<file path="src/rtl/mem_arb_pkg.sv">
// Shared encodings and default sizing for the I$/D$ memory-port arbiter.
package mem_arb_pkg;
  localparam int CPU_ADDR_BITS   = 32;
  localparam int MEM_DATA_BITS   = 128;
  localparam int MEM_DATA_CYCLES = 4;

  function automatic int ceilLog2(input int x);
    int r;
    r = 0;
    while ((1 << r) < x) r++;
    return r;
  endfunction

  typedef enum logic [1:0] {
    ST_IDLE  = 2'd0,
    ST_REQ   = 2'd1,
    ST_WDATA = 2'd2,
    ST_RESP  = 2'd3
  } arb_state_e;

  typedef enum logic {
    OWN_IC = 1'b0,
    OWN_DC = 1'b1
  } owner_e;
endpackage

</file>
<file path="src/rtl/mem_arb_pick.sv">
// Combinational winner select for the two memory clients.
// MEM_ARB_RR_EN: round-robin on ties; otherwise the data cache wins ties.
module mem_arb_pick
  import mem_arb_pkg::*;
(
  input  logic   val0_i,
  input  logic   val1_i,
  input  owner_e prev_owner_i,
  output logic   grant_valid_o,
  output owner_e winner_o
);
  always_comb begin
    grant_valid_o = val0_i | val1_i;
    winner_o      = val1_i ? OWN_DC : OWN_IC;
`ifdef MEM_ARB_RR_EN
    if (val0_i && val1_i) winner_o = (prev_owner_i == OWN_IC) ? OWN_DC : OWN_IC;
`else
    if (val0_i && val1_i) winner_o = OWN_DC;
`endif
  end

  // Previous owner only matters for round-robin.
  logic unused_prev;
  assign unused_prev = prev_owner_i;
endmodule

</file>
<file path="src/rtl/mem_arbiter.sv">
// Shares one backing-memory port between I$ (c0) and D$ (c1), one transaction at a time.
// Tie policy set by MEM_ARB_RR_EN (see mem_arb_pick).
module mem_arbiter
  import mem_arb_pkg::*;
#(
  parameter int ADDR_BITS    = CPU_ADDR_BITS - 2 - ceilLog2(MEM_DATA_BITS / 32),
  parameter int DATA_BITS    = MEM_DATA_BITS,
  parameter int REFILL_BEATS = MEM_DATA_CYCLES
) (
  input  logic                   clk,
  input  logic                   reset,
  input  logic                   c0_req_val,
  output logic                   c0_req_rdy,
  input  logic [ADDR_BITS-1:0]   c0_req_addr,
  input  logic                   c0_req_rw,
  input  logic                   c0_req_data_valid,
  output logic                   c0_req_data_ready,
  input  logic [DATA_BITS-1:0]   c0_req_data_bits,
  input  logic [DATA_BITS/8-1:0] c0_req_data_mask,
  input  logic [1:0]             c0_req_data_offset,
  output logic                   c0_resp_val,
  output logic                   c0_resp_nack,
  output logic [DATA_BITS-1:0]   c0_resp_data,
  input  logic                   c1_req_val,
  output logic                   c1_req_rdy,
  input  logic [ADDR_BITS-1:0]   c1_req_addr,
  input  logic                   c1_req_rw,
  input  logic                   c1_req_data_valid,
  output logic                   c1_req_data_ready,
  input  logic [DATA_BITS-1:0]   c1_req_data_bits,
  input  logic [DATA_BITS/8-1:0] c1_req_data_mask,
  input  logic [1:0]             c1_req_data_offset,
  output logic                   c1_resp_val,
  output logic                   c1_resp_nack,
  output logic [DATA_BITS-1:0]   c1_resp_data,
  output logic                   mem_req_val,
  input  logic                   mem_req_rdy,
  output logic [ADDR_BITS-1:0]   mem_req_addr,
  output logic                   mem_req_rw,
  output logic                   mem_req_data_valid,
  input  logic                   mem_req_data_ready,
  output logic [DATA_BITS-1:0]   mem_req_data_bits,
  output logic [DATA_BITS/8-1:0] mem_req_data_mask,
  output logic [1:0]             mem_req_data_offset,
  input  logic                   mem_resp_val,
  input  logic                   mem_resp_nack,
  input  logic [DATA_BITS-1:0]   mem_resp_data
);
  localparam int BEAT_W = (REFILL_BEATS > 1) ? ceilLog2(REFILL_BEATS) : 1;
  localparam logic [BEAT_W-1:0] LAST_BEAT = BEAT_W'(REFILL_BEATS - 1);

  arb_state_e        state_q, state_d;
  owner_e            owner_q, owner_d;
  logic [BEAT_W-1:0] beat_q, beat_d;

  logic   grant_valid;
  owner_e winner;

  mem_arb_pick u_pick (
    .val0_i        (c0_req_val),
    .val1_i        (c1_req_val),
    .prev_owner_i  (owner_q),
    .grant_valid_o (grant_valid),
    .winner_o      (winner)
  );

  always_ff @(posedge clk or negedge reset) begin
    if (!reset) begin
      state_q <= ST_IDLE;
      owner_q <= OWN_DC;
      beat_q  <= '0;
    end else begin
      state_q <= state_d;
      owner_q <= owner_d;
      beat_q  <= beat_d;
    end
  end

  logic own_dc, sel_rw, sel_dv, payload_en;
  assign own_dc     = (owner_q == OWN_DC);
  assign sel_rw     = own_dc ? c1_req_rw : c0_req_rw;
  assign sel_dv     = own_dc ? c1_req_data_valid : c0_req_data_valid;
  assign payload_en = (state_q == ST_REQ) || (state_q == ST_WDATA);

  // Owner-side handshakes, demuxed to the owning client below.
  logic req_rdy, data_ready, rsp_val, rsp_nack;

  always_comb begin
    state_d            = state_q;
    owner_d            = owner_q;
    beat_d             = beat_q;
    req_rdy            = 1'b0;
    data_ready         = 1'b0;
    rsp_val            = 1'b0;
    rsp_nack           = 1'b0;
    mem_req_val        = 1'b0;
    mem_req_data_valid = 1'b0;
    case (state_q)
      ST_IDLE: begin
        if (grant_valid) begin
          owner_d = winner;
          state_d = ST_REQ;
        end
      end
      ST_REQ: begin
        mem_req_val = 1'b1;
        req_rdy     = mem_req_rdy;
        if (mem_req_rdy) begin
          if (sel_rw) state_d = ST_WDATA;
          else begin
            state_d = ST_RESP;
            beat_d  = '0;
          end
        end
      end
      ST_WDATA: begin
        mem_req_data_valid = sel_dv;
        data_ready         = mem_req_data_ready;
        if (sel_dv && mem_req_data_ready) state_d = ST_IDLE;
      end
      ST_RESP: begin
        // A nack overrides a coincident data beat.
        rsp_nack = mem_resp_nack;
        rsp_val  = mem_resp_val & ~mem_resp_nack;
        if (mem_resp_nack) state_d = ST_IDLE;
        else if (mem_resp_val) begin
          beat_d = beat_q + 1'b1;
          if (beat_q == LAST_BEAT) state_d = ST_IDLE;
        end
      end
      default: state_d = ST_IDLE;
    endcase
  end

  assign c0_req_rdy        = req_rdy & ~own_dc;
  assign c1_req_rdy        = req_rdy & own_dc;
  assign c0_req_data_ready = data_ready & ~own_dc;
  assign c1_req_data_ready = data_ready & own_dc;
  assign c0_resp_val       = rsp_val & ~own_dc;
  assign c1_resp_val       = rsp_val & own_dc;
  assign c0_resp_nack      = rsp_nack & ~own_dc;
  assign c1_resp_nack      = rsp_nack & own_dc;
  assign c0_resp_data      = mem_resp_data;
  assign c1_resp_data      = mem_resp_data;

  assign mem_req_addr        = !payload_en ? '0 : (own_dc ? c1_req_addr : c0_req_addr);
  assign mem_req_rw          = payload_en & sel_rw;
  assign mem_req_data_bits   = !payload_en ? '0 : (own_dc ? c1_req_data_bits : c0_req_data_bits);
  assign mem_req_data_mask   = !payload_en ? '0 : (own_dc ? c1_req_data_mask : c0_req_data_mask);
  assign mem_req_data_offset = !payload_en ? '0 : (own_dc ? c1_req_data_offset : c0_req_data_offset);
endmodule

</file>
<file path="config.mk">
export PLATFORM = sky130hd
export DESIGN_NAME = mem_arbiter
export DESIGN_NICKNAME = d
export VERILOG_FILES = /design/src/rtl/mem_arb_pkg.sv /design/src/rtl/mem_arb_pick.sv /design/src/rtl/mem_arbiter.sv
export SDC_FILE = /design/constraint.sdc
export NUM_CORES = 1
export LEC_CHECK = 0
export BUFFER_PORTS_ARGS = -buffer_cell sky130_fd_sc_hd__buf_2
export CORE_AREA = 10 10 352 354
export DETAILED_ROUTE_END_ITERATION = 10
export DIE_AREA = 0 0 362 364
export PLACE_DENSITY = 0.3
export SYNTH_ARGS = -nofsm -noshare
export SYNTH_HDL_FRONTEND = slang
export SYNTH_SLANG_ARGS = --single-unit
</file>
<file path="constraint.sdc">
create_clock -name clk -period 2.8 [get_ports clk]
set_input_delay 0 -clock clk [delete_from_list [all_inputs] [get_ports clk]]
set_output_delay 0 -clock clk [all_outputs]
set_load 0.05 [all_outputs]
</file>
==> results.yml <==
run_status:
  status: "completed"
setup_path:
  cp_max_fo: 26
  critPathArrivalTime_ns: 2.72
  worstPathRequired_ns: 2.80
  r2r_slack_ns: 0.33
  r2r-end: "state_q[1]"
  r2r-start: "own_dc"
  critical_path_class: "flip-flop to output port"
  rr_worst_depth: 4
  critPathLaunchType: "flip-flop"
  end_kind: "output port"
layout:
  fillers: 13992
  drive_above_1_share_pct: 59.4
  final_net_count: 1464
  syn_to_final_growth_pct: 53.9
  layout.cells.non_filler: 2506
sta:
  final-hold-violation-count: 0
  post-route-period-util_pct: 97.3
  max_freq_mhz: 367
  finalSetupViolCount: 0
  slew_headroom_pct: 23.2
  worst_pin_slew_ns: 1.12
  tns_ns: 0
  rsz0062_at_grt: "no"
  fin_crit_ns: 2.72
  clock_skew_ns: 0.00104
  slew_viol_final: 0
  holdWs_ns: 0.0000337
place:
  portBuffers: 544
  dp.cells: 2498
  place_congestion: 0.793
  place_hpwl_um: 61800
power:
  power.switching_mw: 10.9
  combPwrFrac_pct: 96.8
  power_frac_clock_pct: 1.6
  powerDensity_nw_per_um2: 1760
  internal_power_mw: 3.79
  p_total_mw: 14.7
  ir_drop_uv: 600
  p_leak_nw: 4.18
  netSwitchingFraction_pct: 74.2
  seqPwrFrac_pct: 1.6
synth:
  synth_edf_count: 0
  avgSynthCellArea_sq_um: 7.80
  synthCells: 696
  synth.area.top_cells: "buf_4 (35%), mux2i_1 (33%), nor2b_1 (21%), dfrtp_1 (1.8%), ha_1 (1.8%)"
  syn_nets: 1192
  synth_common_cells: "buf_4 (256), nor2b_1 (178), mux2i_1 (177), clkbuf_1 (20), buf_2 (19)"
  async_reset_ff_share_pct: 100
  seq_area_frac_synth_pct: 2.33
  netlist_area_sq_um: 5430
  ys_seq_elements: 5
  ys.flop_type: "dfrtp_1"
  yosys.cell_types.count: 25
  post-synth-top-area-cell: "buf_4"
  synth_top_cell_area_share_pct: 35.4
  synth_most_common_cell: "buf_4"
  ys.warnings.count: 0
clock_tree:
  cts.sinks: 5
  clk-insertion-delay-late_ns: 0.23
  cts_buffer_depth: 2
  cts_inserted_buffers: 3
  post_cts_buffers: 0
  path_clk_slew_ns: 0.03
  cts_tree: "built"
  cts_root_buf: "clkbuf_16"
  cts.htree.levels: 1
flow_run:
  max_cap_violations: 0
drt:
  wl_per_cell_um: 26.1
  dr.pass1.iters: 4
  drc_errors: 0
  drt_iter0_markers: 260
  vias_per_cell: 2.27
  vias: 5693
  routed_wl_um: 65500
  ant_nets: 0
global_route:
  grt_pass1_vias: 6342
  grt_max_degree: 108
  grt_first_pass_wirelength_um: 78700
  grt_use_total_pct: 9.21
  gr-total-overflow: 0
  antenna_found_initial: 10
floorplanning:
  ios: 929
  initial_core_util_pct: 4.63
  fp.dieW_um: 362
  core_area_sq_um: 117000
  num_rows: 126
  fp.dieArea_sq_um: 132000
  fp.dieH_um: 364
min_path:
  whs_path_depth: 0
  min_to: "c1_resp_data[93]"
  hp-class: "input pin to output port"
  min-delay-start: "mem_resp_data[93]"
[state kept, by name (all words and copies together), names as in the netlist]
register,flops
own_dc,1
state_q,2
beat_q,2
[cell usage in the layout, fill, tap and decap left out, drive strengths merged]
master / synthesis / layout
a22o: 1 / 1
inv: 5 / 5
ha: 8 / 8
mux2i: 179 / 179
nand3: 1 / 1
dfstp: 1 / 1
and4: 1 / 1
dlygate4sd3: 0 / 1
diode: 0 / 3
a2111oi: 1 / 1
mux2: 2 / 2
and3: 3 / 3
nor2: 4 / 4
buf: 276 / 562
clkbuf: 20 / 4
a21oi: 1 / 1
o21ai: 1 / 1
and2b: 1 / 1
a31oi: 1 / 1
nor2b: 178 / 178
nor4bb: 1 / 1
dfrtp: 4 / 4
nand2: 7 / 7
[final cells by class]
| cell class | count | area (sq um) | area share [%] |
|---|---|---|---|
| diodes | 3 | 7.51 | 0.0899 |
| clock buffers | 4 | 78.8 | 0.944 |
| inverters | 5 | 18.8 | 0.225 |
| multi-input cells | 390 | 3200 | 38.3 |
| flip-flops and latches | 5 | 130 | 1.56 |
| well taps | 1536 | 1920 | 23.0 |
| repair buffers | 563 | 2990 | 35.8 |
[cell families (layout without fill, tap and decap cells)]
family | Yosys count | after routing | share of synthesized area (%)
AOI/OAI and AO/OA | 5 | 5 | 0.968
adders and majority gates | 8 | 8 | 1.84
buffers and inverters | 301 | 572 | 39.1
DFF | 5 | 5 | 2.33
muxes | 181 | 181 | 33.6
other | 0 | 3 | 0
and+or+nand+nor | 196 | 196 | 22.2
[worst max path at each step]
stage	from	end	slack (ns)	depth (start not counted)
2_1_floorplan	own_dc	c0_resp_val	0.60	3
3_3_place_gp	own_dc	mem_req_data_bits[71]	0.14	5
3_5_place_dp	own_dc	mem_req_data_bits[71]	0.15	5
4_1_cts	own_dc	mem_req_data_bits[58]	0.009	4
5_1_grt	own_dc	mem_req_data_bits[65]	0.01	5
6_report	own_dc	mem_req_data_bits[87]	0.08	5
[through the flow]
stage	setup slack [ns]	instance area, sq um	utilization [%]
floorplan	0.600	5430	-
global placement	0.144	8250	7.04
detailed placement	0.154	8250	7.04
CTS	0.00939	8350	7.12
global route	0.00978	8350	7.13
finish	0.0758	8350	7.13
[critical path, stage by stage, from the launching register on]
cell	delay (ns)
dfstp_4	0.83
buf_12	0.25
buf_12	0.23
mux2i_1	0.66
nor2b_1	0.10
buf_2	0.25
[what timing repair did]
item / CTS / global route
hold buffers: 1 / 0
endpoints found under the hold margin: 5 / 0
resized for setup: 3 / 0
setup endpoints to repair: 3 / 0
[layer usage]
layer / track usage [%] / part of all wire (%) / vias up
li1: - / - / 2542
met1: 10.2 / 37 / 2471
met2: 14.3 / 43 / 630
met3: 7.12 / 18 / 38
met4: 0.466 / 0.53 / 12
met5: 2.40 / 0.75 / -
[power groups by stage]
stage                     clock network, mW  logic [mW]  registers, mW
final                                 0.236        14.2          0.229
after CTS                             0.239        14.6          0.235
after global placement                    0        14.6          0.233
after detailed placement                  0        14.6          0.233
after floorplan                           0        10.3          0.130
after global routing                  0.246        14.9          0.241
(Power assumes the default switching activity.)
